File: config.mk
export PLATFORM = sky130hd
export DESIGN_NAME = uart_msg_tx
export DESIGN_NICKNAME = d
export VERILOG_FILES = /design/src/rtl/uart_msg_tx.sv
export SDC_FILE = /design/constraint.sdc
export NUM_CORES = 1
export LEC_CHECK = 0
export ABC_AREA = 1
export CORE_MARGIN = 1.5
export CORE_UTILIZATION = 55
export CTS_CLUSTER_SIZE = 20
export DETAILED_ROUTE_END_ITERATION = 10
export HOLD_SLACK_MARGIN = 0.12
export PLACE_DENSITY = 0.79
export SYNTH_ARGS = -nofsm -noshare
export SYNTH_HDL_FRONTEND = slang
export SYNTH_SLANG_ARGS = --single-unit
File: constraint.sdc
create_clock -name clk -period 2.45 [get_ports clk]
set_input_delay 0.49 -clock clk [delete_from_list [all_inputs] [get_ports clk]]
set_output_delay 0.49 -clock clk [all_outputs]
set_load 0.02 [all_outputs]
File: src/rtl/uart_msg_tx.sv
// Streams a buffered message out of a UART, one frame per byte, fetching each byte from external memory.
// Optional build macro UART_MSG_TX_PARITY_EN adds an even-parity bit between the data bits and the stop bit.
module uart_msg_tx #(
  parameter int WIDTH        = 8,
  parameter int LEN          = 256,
  parameter int CLKS_PER_BIT = 234,
  localparam int AW          = $clog2(LEN) + 1
) (
  input  logic             clk,
  input  logic             rst,
  input  logic             msg_valid,
  input  logic [AW-1:0]    msg_len,
  output logic [AW-1:0]    addr,
  output logic             rd_en,
  input  logic [WIDTH-1:0] dout,
  output logic             tx,
  output logic             busy,
  output logic             done
);

  localparam int TW = $clog2(CLKS_PER_BIT);
  localparam int BW = (WIDTH > 1) ? $clog2(WIDTH) : 1;

  typedef enum logic [2:0] {
    S_IDLE,
    S_FETCH,
    S_LOAD,
    S_START,
    S_DATA,
`ifdef UART_MSG_TX_PARITY_EN
    S_PARITY,
`endif
    S_STOP,
    S_DONE
  } state_t;

  state_t           state_q, state_d;
  logic [TW-1:0]    timer_q, timer_d;
  logic [BW-1:0]    bit_q, bit_d;
  logic [WIDTH-1:0] sh_q, sh_d;
  logic [AW-1:0]    idx_q, idx_d;
  logic [AW-1:0]    cnt_q, cnt_d;
  logic [AW-1:0]    addr_q, addr_d;
  logic             rd_en_q, rd_en_d;
  logic             tx_q, tx_d;
  logic             busy_q, busy_d;
  logic             done_q, done_d;
  logic             bit_end;
`ifdef UART_MSG_TX_PARITY_EN
  logic             par_q, par_d;
`endif

  assign bit_end = (timer_q == TW'(CLKS_PER_BIT - 1));

  always_comb begin
    // NOTE: every signal gets a default before the case so no path can infer a latch.
    state_d = state_q;
    timer_d = '0;
    bit_d   = bit_q;
    sh_d    = sh_q;
    idx_d   = idx_q;
    cnt_d   = cnt_q;
`ifdef UART_MSG_TX_PARITY_EN
    par_d   = par_q;
`endif

    unique case (state_q)
      S_IDLE: begin
        if (msg_valid) begin
          cnt_d   = msg_len;
          idx_d   = '0;
          state_d = (msg_len == '0) ? S_DONE : S_FETCH;
        end
      end
      S_FETCH: state_d = S_LOAD;
      S_LOAD: begin
        sh_d    = dout;
`ifdef UART_MSG_TX_PARITY_EN
        par_d   = ^dout;
`endif
        state_d = S_START;
      end
      S_START: begin
        timer_d = bit_end ? '0 : timer_q + TW'(1);
        if (bit_end) begin
          bit_d   = '0;
          state_d = S_DATA;
        end
      end
      S_DATA: begin
        timer_d = bit_end ? '0 : timer_q + TW'(1);
        if (bit_end) begin
          if (bit_q == BW'(WIDTH - 1)) begin
`ifdef UART_MSG_TX_PARITY_EN
            state_d = S_PARITY;
`else
            state_d = S_STOP;
`endif
          end else begin
            bit_d = bit_q + BW'(1);
            sh_d  = sh_q >> 1;
          end
        end
      end
`ifdef UART_MSG_TX_PARITY_EN
      S_PARITY: begin
        timer_d = bit_end ? '0 : timer_q + TW'(1);
        if (bit_end) state_d = S_STOP;
      end
`endif
      S_STOP: begin
        timer_d = bit_end ? '0 : timer_q + TW'(1);
        if (bit_end) begin
          idx_d   = idx_q + AW'(1);
          state_d = (idx_q + AW'(1) == cnt_q) ? S_DONE : S_FETCH;
        end
      end
      S_DONE:  state_d = S_IDLE;
      default: state_d = S_IDLE;
    endcase

    if (state_d != state_q) timer_d = '0;
  end

  // Outputs are registered from the next state, so tx changes exactly at state boundaries without glitches.
  always_comb begin
    rd_en_d = (state_d == S_FETCH);
    addr_d  = (state_d == S_FETCH) ? idx_d : addr_q;
    busy_d  = (state_q != S_IDLE) || msg_valid;
    done_d  = (state_q == S_DONE);
    unique case (state_d)
      S_START:  tx_d = 1'b0;
      S_DATA:   tx_d = sh_d[0];
`ifdef UART_MSG_TX_PARITY_EN
      S_PARITY: tx_d = par_q;
`endif
      default:  tx_d = 1'b1;
    endcase
  end

  // NOTE: sequential state uses non-blocking assignments so every flop samples pre-edge values.
  always_ff @(posedge clk) begin
    if (rst) begin
      state_q <= S_IDLE;
      timer_q <= '0;
      bit_q   <= '0;
      sh_q    <= '0;
      idx_q   <= '0;
      cnt_q   <= '0;
      addr_q  <= '0;
      rd_en_q <= 1'b0;
      tx_q    <= 1'b1;
      busy_q  <= 1'b0;
      done_q  <= 1'b0;
`ifdef UART_MSG_TX_PARITY_EN
      par_q   <= 1'b0;
`endif
    end else begin
      state_q <= state_d;
      timer_q <= timer_d;
      bit_q   <= bit_d;
      sh_q    <= sh_d;
      idx_q   <= idx_d;
      cnt_q   <= cnt_d;
      addr_q  <= addr_d;
      rd_en_q <= rd_en_d;
      tx_q    <= tx_d;
      busy_q  <= busy_d;
      done_q  <= done_d;
`ifdef UART_MSG_TX_PARITY_EN
      par_q   <= par_d;
`endif
    end
  end

  assign addr  = addr_q;
  assign rd_en = rd_en_q;
  assign tx    = tx_q;
  assign busy  = busy_q;
  assign done  = done_q;

endmodule

# After elaboration in Yosys (flattened, before gate mapping)
# Cells that the tools add are included.
dict set report word_totals {
  output_inout_bits 13
  register_bits 53
}
dict set report op_classes {
  reduce_logical 11
  mux 19
  n_bitwise 1
  eq_ne 16
  n_addsub 3
}
# op n
set ops {}
lappend ops {{two-way mux 3 bit} 10}
lappend ops {{two-way mux 9 bit} 2}
lappend ops {{case mux 3 bit (6 select lines)} 1}
lappend ops {{case mux 9 bit (2 select lines)} 1}
lappend ops {{two-way mux 8 bit} 2}
lappend ops {{case mux 8 bit (2 select lines)} 1}
lappend ops {{equality test 3 bit, second input constant} 5}
lappend ops {{adder 9 x 1 -> 9 bit, second input constant} 1}
lappend ops {{equality test 3 x 2 -> 1 bit, second input constant} 3}
lappend ops {{equality test 9 bit} 1}
lappend ops {{zero test 9 bit} 1}
lappend ops {{adder 8 x 1 -> 8 bit, second input constant} 1}
lappend ops {{equality test 8 bit, second input constant} 1}
lappend ops {{equality test 3 x 1 -> 1 bit, second input constant} 2}
lappend ops {{inequality test 2 bit, second input constant} 3}
lappend ops {{case mux 3 bit (2 select lines)} 1}
lappend ops {{AND reduction 4 bit} 1}
lappend ops {{nonzero test 2 bit} 2}
lappend ops {{OR reduction 4 bit} 1}
lappend ops {{adder 3 x 1 -> 3 bit, second input constant} 1}
lappend ops {{zero test 3 bit} 1}
lappend ops {{inequality test 3 bit} 1}
lappend ops {{AND reduction 3 bit} 1}
lappend ops {{nonzero test 3 bit} 1}
lappend ops {{other kinds (5)} 5}

# Longest topological paths before layout
# Gate-level depths: netlist of run 1.
dict set report logic_depth {
  ltp_word 7
  mapped_depth 19
  ltp_nobuf 18
}

# Worst setup path before layout of run 1
# OpenSTA, ideal clock, no wires.
dict set report synth_timing {
  kind {flip-flop to flip-flop}
  start {reg idx_q[0]}
  end {reg addr_q[8] (netlist: addr[8])}
  stages_incl_launch_ff 20
  slack_ns 0.433
  path_buffers 1
  synth_period_minus_slack_ns 2.017
  t_arrival_ns 1.904
  required_ns 2.337
  cell_sequence {dfxtp_1 -> ha_1 -> nand2_2 -> inv_1 -> nand2_1 -> nand2_2 -> nand2_1 -> nand2_1 -> nor2_1 -> nand2_1 -> nor2_1 -> nand2_1 -> nand2_2 -> a21oi_4 -> nand2_2 -> nor2_4 -> buf_6 -> nand2_1 -> nand2_1 -> nor2_1}
}
dict set report synth_between {
  elab_chain_cells 6
}
# item line_no
set synth_lines {}
lappend synth_lines {{start: declaration} 41} ;# logic [AW-1:0] idx_q, idx_d;
lappend synth_lines {{start signal: assignment} 163} ;# idx_q <= idx_d;
lappend synth_lines {{adder 9 x 1 -> 9 bit (*)} {114, 115}}
lappend synth_lines {{equality test 9 bit} 115} ;# state_d = (idx_q + AW'(1) == cnt_q) ? S_DONE : S_FETCH;
lappend synth_lines {{two-way mux 3 bit} 115}
lappend synth_lines {{two-way mux 3 bit} 113} ;# if (bit_end) begin
lappend synth_lines {{case mux 3 bit (6 select lines)} 67} ;# unique case (state_q)
lappend synth_lines {{equality test 3 x 1 -> 1 bit} 128} ;# addr_d = (state_d == S_FETCH) ? idx_d : addr_q;
lappend synth_lines {{end signal: assignment} 165} ;# addr_q <= addr_d;
lappend synth_lines {{end: declaration} 43} ;# logic [AW-1:0] addr_q, addr_d;
# Mark *: on every way between the ends. The rest lies on a longest branch, timed or not.
# A chain may end at the register's enable or synchronous reset.

# Worst setup path after layout of run 1
dict set report layout_timing {
  start {reg idx_q[1]}
  end {reg addr_q[4] (netlist: addr[4])}
}
# The elaborated chain is that of the path after synthesis.

==> results.ini, run 1 <==
[status]
status=finished clean

[job]
drv_cap=0

[synth]
synth_seq_area_share_pct=39.5
synthCells=393
synth.area.top_cells=dfxtp_1, nand2_1, nor2_1, inv_1, a21oi_1
yosys_warnings=0
synth_compound_area_share_pct=12.1
synth_top_family_by_area=simple AND/OR/NAND/NOR gates
ys_types=37
synth_top_area_share_pct=39.5
synth_xor_xnor_area_share_pct=0.978
synth_nets=418
synthMuxAreaShare_pct=0
yosysTopAreaCell=dfxtp_1
yosys.area_share.simple_pct=35.7
avgSynthCellArea_sq_um=6.84
synthesis.area_sq_um=2690
ys_seq_elements=53
synthAdderAreaFrac_pct=2.33

[floorplanning]
coreArea_sq_um=4720
dieWidth_um=72.9
die_area_sq_um=5310
initial_core_util_pct=56.9
rows=25
dieHeight_um=72.9
io_pins=33

[critical_path]
start_kind=register
critical-path-slowest-cell=dfxtp_2
cp_max_fo=6
end_kind=register
worst_path_largest_cell_delay_ns=0.40
crit_chain=ha_2 -> nand2_2 -> nor2_2 -> nand4_1 -> nand2_1 -> nand2_1 -> nand2_1 -> nor2_1 -> nand2_1 -> nand2_2 -> a21oi_4 -> nand2_2 -> nor2_2 -> nand2_1 -> nand2_1 -> nor2_1
crit_top_cell=nand2_1
cp_num_buf_inv=0
cp_top_family=simple AND/OR/NAND/NOR gates
arrival_ns=2.47
cp.required_ns=2.66
r2r_slack_ns=0.19
worstSetupPathType=reg2reg

[global_routing]
grt_start_max_net_pins=27
antenna_found_initial=0
grt_pass1_vias=2190
grt_use_total_pct=22.2
grt.overflow.total=0
grt_pass1_wl_um=9300

[sta]
setup_viol=0
grt_setup_unrepaired=false
hold_viol=0
finClkSkew_ns=0.00609
slew_violations=0
fmax_mhz=442
period_minus_slack_ns=2.26
slew_headroom_pct=66.3
fin_crit_sh_pct=92.3
final.setup.tns_ns=0
worst_pin_slew_ns=0.504

[placement]
dpl.hpwl_um=3990
gp_congestion=0.854
placed_cell_area_sq_um=3080
port_buffers=32

[final_layout]
drive_above_1_share_pct=9.70
nets=457
n_antenna_cell=0
fillers=441
finalInstanceArea_sq_um=3250
area_delta_synth_final_pct=21.0

[pwr]
p_total_mw=2.04
vdd_drop_max_mv=0.444
power.density_nw_per_um2=626
p_leak_nw=1.36

[route]
ant_nets=0
drt_iter0_drc=90
detail_route.vias_per_cell=4.96
drcViolationCount=0
vias=2481
firstDrtPassIters=5
wl_um=5400
routedWlPerCell_um=10.8

[clock_tree]
cts_buffers=5
cts-root-buf=clkbuf_8
cts_hold_buf=0
clockBufferDepth=2
cts_sinks=53
insertion_delay_ns=0.31
htree_levels=2
cts_tree=done
cts.clk_slew.worst_paths_ns=0.10

[min_path]
hp-class=reg2reg

cells in the final DEF (no fill, tap or decap), types with 5 or more instances in the layout:
cell type | Yosys | layout
inv_1 | 52 | 52
buf_4 | 1 | 7
dfxtp_1 | 53 | 52
nand3_1 | 25 | 25
nand2_2 | 7 | 7
o21ai_0 | 13 | 13
nor2_2 | 4 | 5
clkdlybuf4s50_1 | 0 | 32
clkbuf_8 | 0 | 5
a22oi_1 | 6 | 6
nand2_1 | 90 | 90
nand4_1 | 5 | 5
a21oi_1 | 25 | 25
nor2_1 | 65 | 65
synth_stat cells:
library cell   n
a211oi_1       1
buf_4          1
o21bai_1       1
nor2_1        65
a21oi_1       25
xor2_1         2
nor2_2         4
a311oi_1       1
nand3_1       25
o21ai_1        1
a21oi_4        1
nor3_4         2
nand4_1        5
a221oi_1       1
nand3_2        1
dfxtp_1       53
o22ai_1        2
and3_1         1
nor3b_1        2
nor2_4         4
o21ai_0       13
a22oi_1        6
clkbuf_1       6
buf_6          1
inv_2          4
o211ai_1       1
nand2_2        7
o41ai_1        1
nand3b_1       1
nand2_1       90
o21a_1         1
inv_1         52
nor4_1         1
nor3_2         1
ha_1           5
xnor2_1        1
nor3_1         4
stage by stage:
stage	setup slack [ns]	hold slack (ns)	instances	util [%]
2_1_floorplan	0.433	0.433	393	-
3_3_place_gp	0.198	0.450	488	65.2
3_5_place_dp	0.119	0.453	488	65.2
4_1_cts	0.0925	0.470	496	68.1
5_1_grt	0.00120	0.489	500	68.8
6_report	0.189	0.468	500	68.8
area by class of cell:
type                    count  area (sq um)  area share [%]
clock buffers               5          68.8            2.12
clock inverters             3          68.8            2.12
inverters                  56           210            6.47
multi-input cells         277          1380            42.5
flip-flops and latches     53          1060            32.7
well taps                  67          83.8            2.58
repair buffers             39           373            11.5
registers in the layout (all words and copies together), names as in the netlist:
signal	flops
addr	9
cnt_q	9
state_q	3
rd_en	1
busy	1
tx	1
idx_q	9
done	1
bit_q	3
timer_q	8
sh_q	8
path summary, 6_finish.rpt:
| path | from | endpoint | cells after the start |
|---|---|---|---|
| setup / recovery | idx_q[1] | addr[4] | 16 |
| hold / removal | cnt_q[4] | cnt_q[4] | 2 |
| setup reg to reg | idx_q[1] | addr[4] | 16 |
| hold reg to reg | cnt_q[4] | cnt_q[4] | 2 |
power breakdown:
group / total [mW] / internal, mW / switching, mW / leakage [nW]
Combinational: 0.379 / 0.168 / 0.211 / 0.860
Clock: 0.705 / 0.411 / 0.294 / 0.0687
Sequential: 0.951 / 0.919 / 0.0321 / 0.433
metal layers:
layer | routed length [um] | share of wire, % | vias to the layer above | global-route usage, %
li1 | - | - | 1334 | -
met2 | 2430 | 45 | 52 | 34.6
met1 | 2630 | 49 | 1086 | 30.6
met4 | 110 | 2.0 | 0 | 7.97
met5 | 0 | 0 | - | 0
met3 | 232 | 4.3 | 9 | 4.56
kinds of logic (layout without fill, tap and decap cells):
group                      after synthesis  after routing
AOI/OAI and AO/OA                       55             55
DFF                                     53             53
xor gates and xnor gates                 3              3
buffers and inverters                   64            103
adders and majority gates                5              5
and+or+nand+nor                        213            214
worst register-to-register path, delay by kind of cell, from the launching register on:
family          cells  cell delay [ns]
simple gates       14             1.37
flops               1             0.40
fa+ha+maj           1             0.22
compound gates      1             0.16
what timing repair did:
action                                  4_1_cts  5_1_grt
hold endpoints to repair                      0        0
setup buffers                                 0        3
endpoints found under the setup margin        0       11
gates resized for setup                       0        2
Power figures use the tool's default switching activity.
==> run 2: changes to the inputs <==
Settings changed: REMOVE_ABC_BUFFERS set to 1.
==> results.ini, run 2 (synthesis results as in run 1) <==
[clock_tree]
htree_levels=2
postCtsSetupRepairBufs=0
cts_buffers=5
cts.clk_slew.worst_paths_ns=0.10
cts-root-buf=clkbuf_8
clockBufferDepth=2
cts_tree=done
cts_sinks=53
ctsResizeCount=0
insertion_delay_ns=0.31
cts_hold_buf=0

[global_routing]
grt_pass1_wl_um=9630
grt.overflow.total=0
grt_use_total_pct=23.0
grt_pass1_vias=2229
grt_start_max_net_pins=20
antenna_found_initial=0

[route]
vias=2500
wl_um=5570
ant_nets=0
routedWlPerCell_um=11.2
drt_iter0_drc=115
firstDrtPassIters=5
drcViolationCount=0
detail_route.vias_per_cell=5.01

[pwr]
vdd_drop_max_mv=0.404
internal-power_mw=1.28
p_leak_nw=1.34
combPwrFrac_pct=19.9
switching_share_pct=29.9
power.density_nw_per_um2=573
seq_power_share_pct=52.2
clkPwrFrac_pct=28.0
p_sw_uw=548

[placement]
placed_cell_area_sq_um=3100
pre_cts_ws_ns=0.0841
dpl.hpwl_um=4400
port_buffers=32
gp_congestion=0.888

[sta]
hold_ws_ns=0.467
finClkSkew_ns=0.00826
slew_headroom_pct=73.5
grt_setup_unrepaired=false
worst_pin_slew_ns=0.392
fmax_mhz=455
setup_slack_ns=0.250
period_minus_slack_ns=2.20
setup_viol=0
hold_viol=0
final.setup.tns_ns=0
fin_crit_sh_pct=89.8
slew_violations=0

[final_layout]
nets=456
final_cell_mix=nand2_1, nor2_1, dfxtp_1
final_common_cell=nand2_1
drive_above_1_share_pct=9.03
n_antenna_cell=0
finalInstanceArea_sq_um=3200
area_delta_synth_final_pct=19.0

[status]
status=finished clean

[floorplanning]
dieHeight_um=72.9
io_pins=33
die_area_sq_um=5310
initial_core_util_pct=56.9
coreArea_sq_um=4720
dieWidth_um=72.9
rows=25

[critical_path]
start_kind=register
r2r-start=idx_q[1]
cp_max_fo=16
worstSetupPathType=reg2reg
end_kind=register
cp.required_ns=2.67
crit_start=idx_q[1]
arrival_ns=2.42

[min_path]
min_from=cnt_q[4]
hp-class=reg2reg

[job]
drv_cap=0

## run 2: layout make-up
class / instances / area, sq um
clock buffers: 5 / 68.8
inverters: 56 / 210
fillers: 413 / 1530
clock inverters: 3 / 25.0
repair buffers: 39 / 373
well taps: 67 / 83.8
multi-input cells: 276 / 1370
flip-flops and latches: 53 / 1060
## run 2: routing by layer
layer	wire, um	global-route usage [%]	vias to the layer above
li1	-	-	1328
met2	2570	37.2	42
met5	0	0	-
met1	2690	30.8	1123
met3	223	4.42	7
met4	77	7.97	0
## run 2: power by group through the flow
stage               logic [mW]  clock network (mW)  registers [mW]
floorplan                0.184                   0            1.00
global placement         0.357                   0           0.975
detailed placement       0.364                   0           0.975
CTS                      0.365               0.531           0.956
global route             0.409               0.561           0.963
finish                   0.364               0.513           0.955
## run 2: critical path: stages, from the launching register on
cell and delay (ns):
dfxtp_1 0.36, ha_1 0.21, nand2_2 0.10, inv_1 0.11
nand2_1 0.07, nand2_2 0.09, nand2_1 0.07, nand2_1 0.06
nor2_1 0.04, nand2_1 0.06, nor2_1 0.04, nand2_1 0.09
nand2_2 0.08, a21oi_4 0.15, nand2_2 0.10, nor2_4 0.28
nand2_1 0.09, nand2_1 0.07, nor2_1 0.04
## run 2: path summary, 6_finish.rpt
kind | endpoint | slack (ns) | depth (start not counted)
hold reg to reg | cnt_q[4] | 0.47 | 2
setup reg to reg | addr[8] | 0.25 | 18
hold / removal | cnt_q[4] | 0.47 | 2
setup / recovery | addr[8] | 0.25 | 18
## run 2: metrics by stage
step / total power, mW / instances / util, %
2_1_floorplan: 1.19 / 385 / -
3_3_place_gp: 1.33 / 491 / 65.7
3_5_place_dp: 1.34 / 491 / 65.7
4_1_cts: 1.85 / 499 / 67.7
5_1_grt: 1.93 / 499 / 67.7
6_report: 1.83 / 499 / 67.7
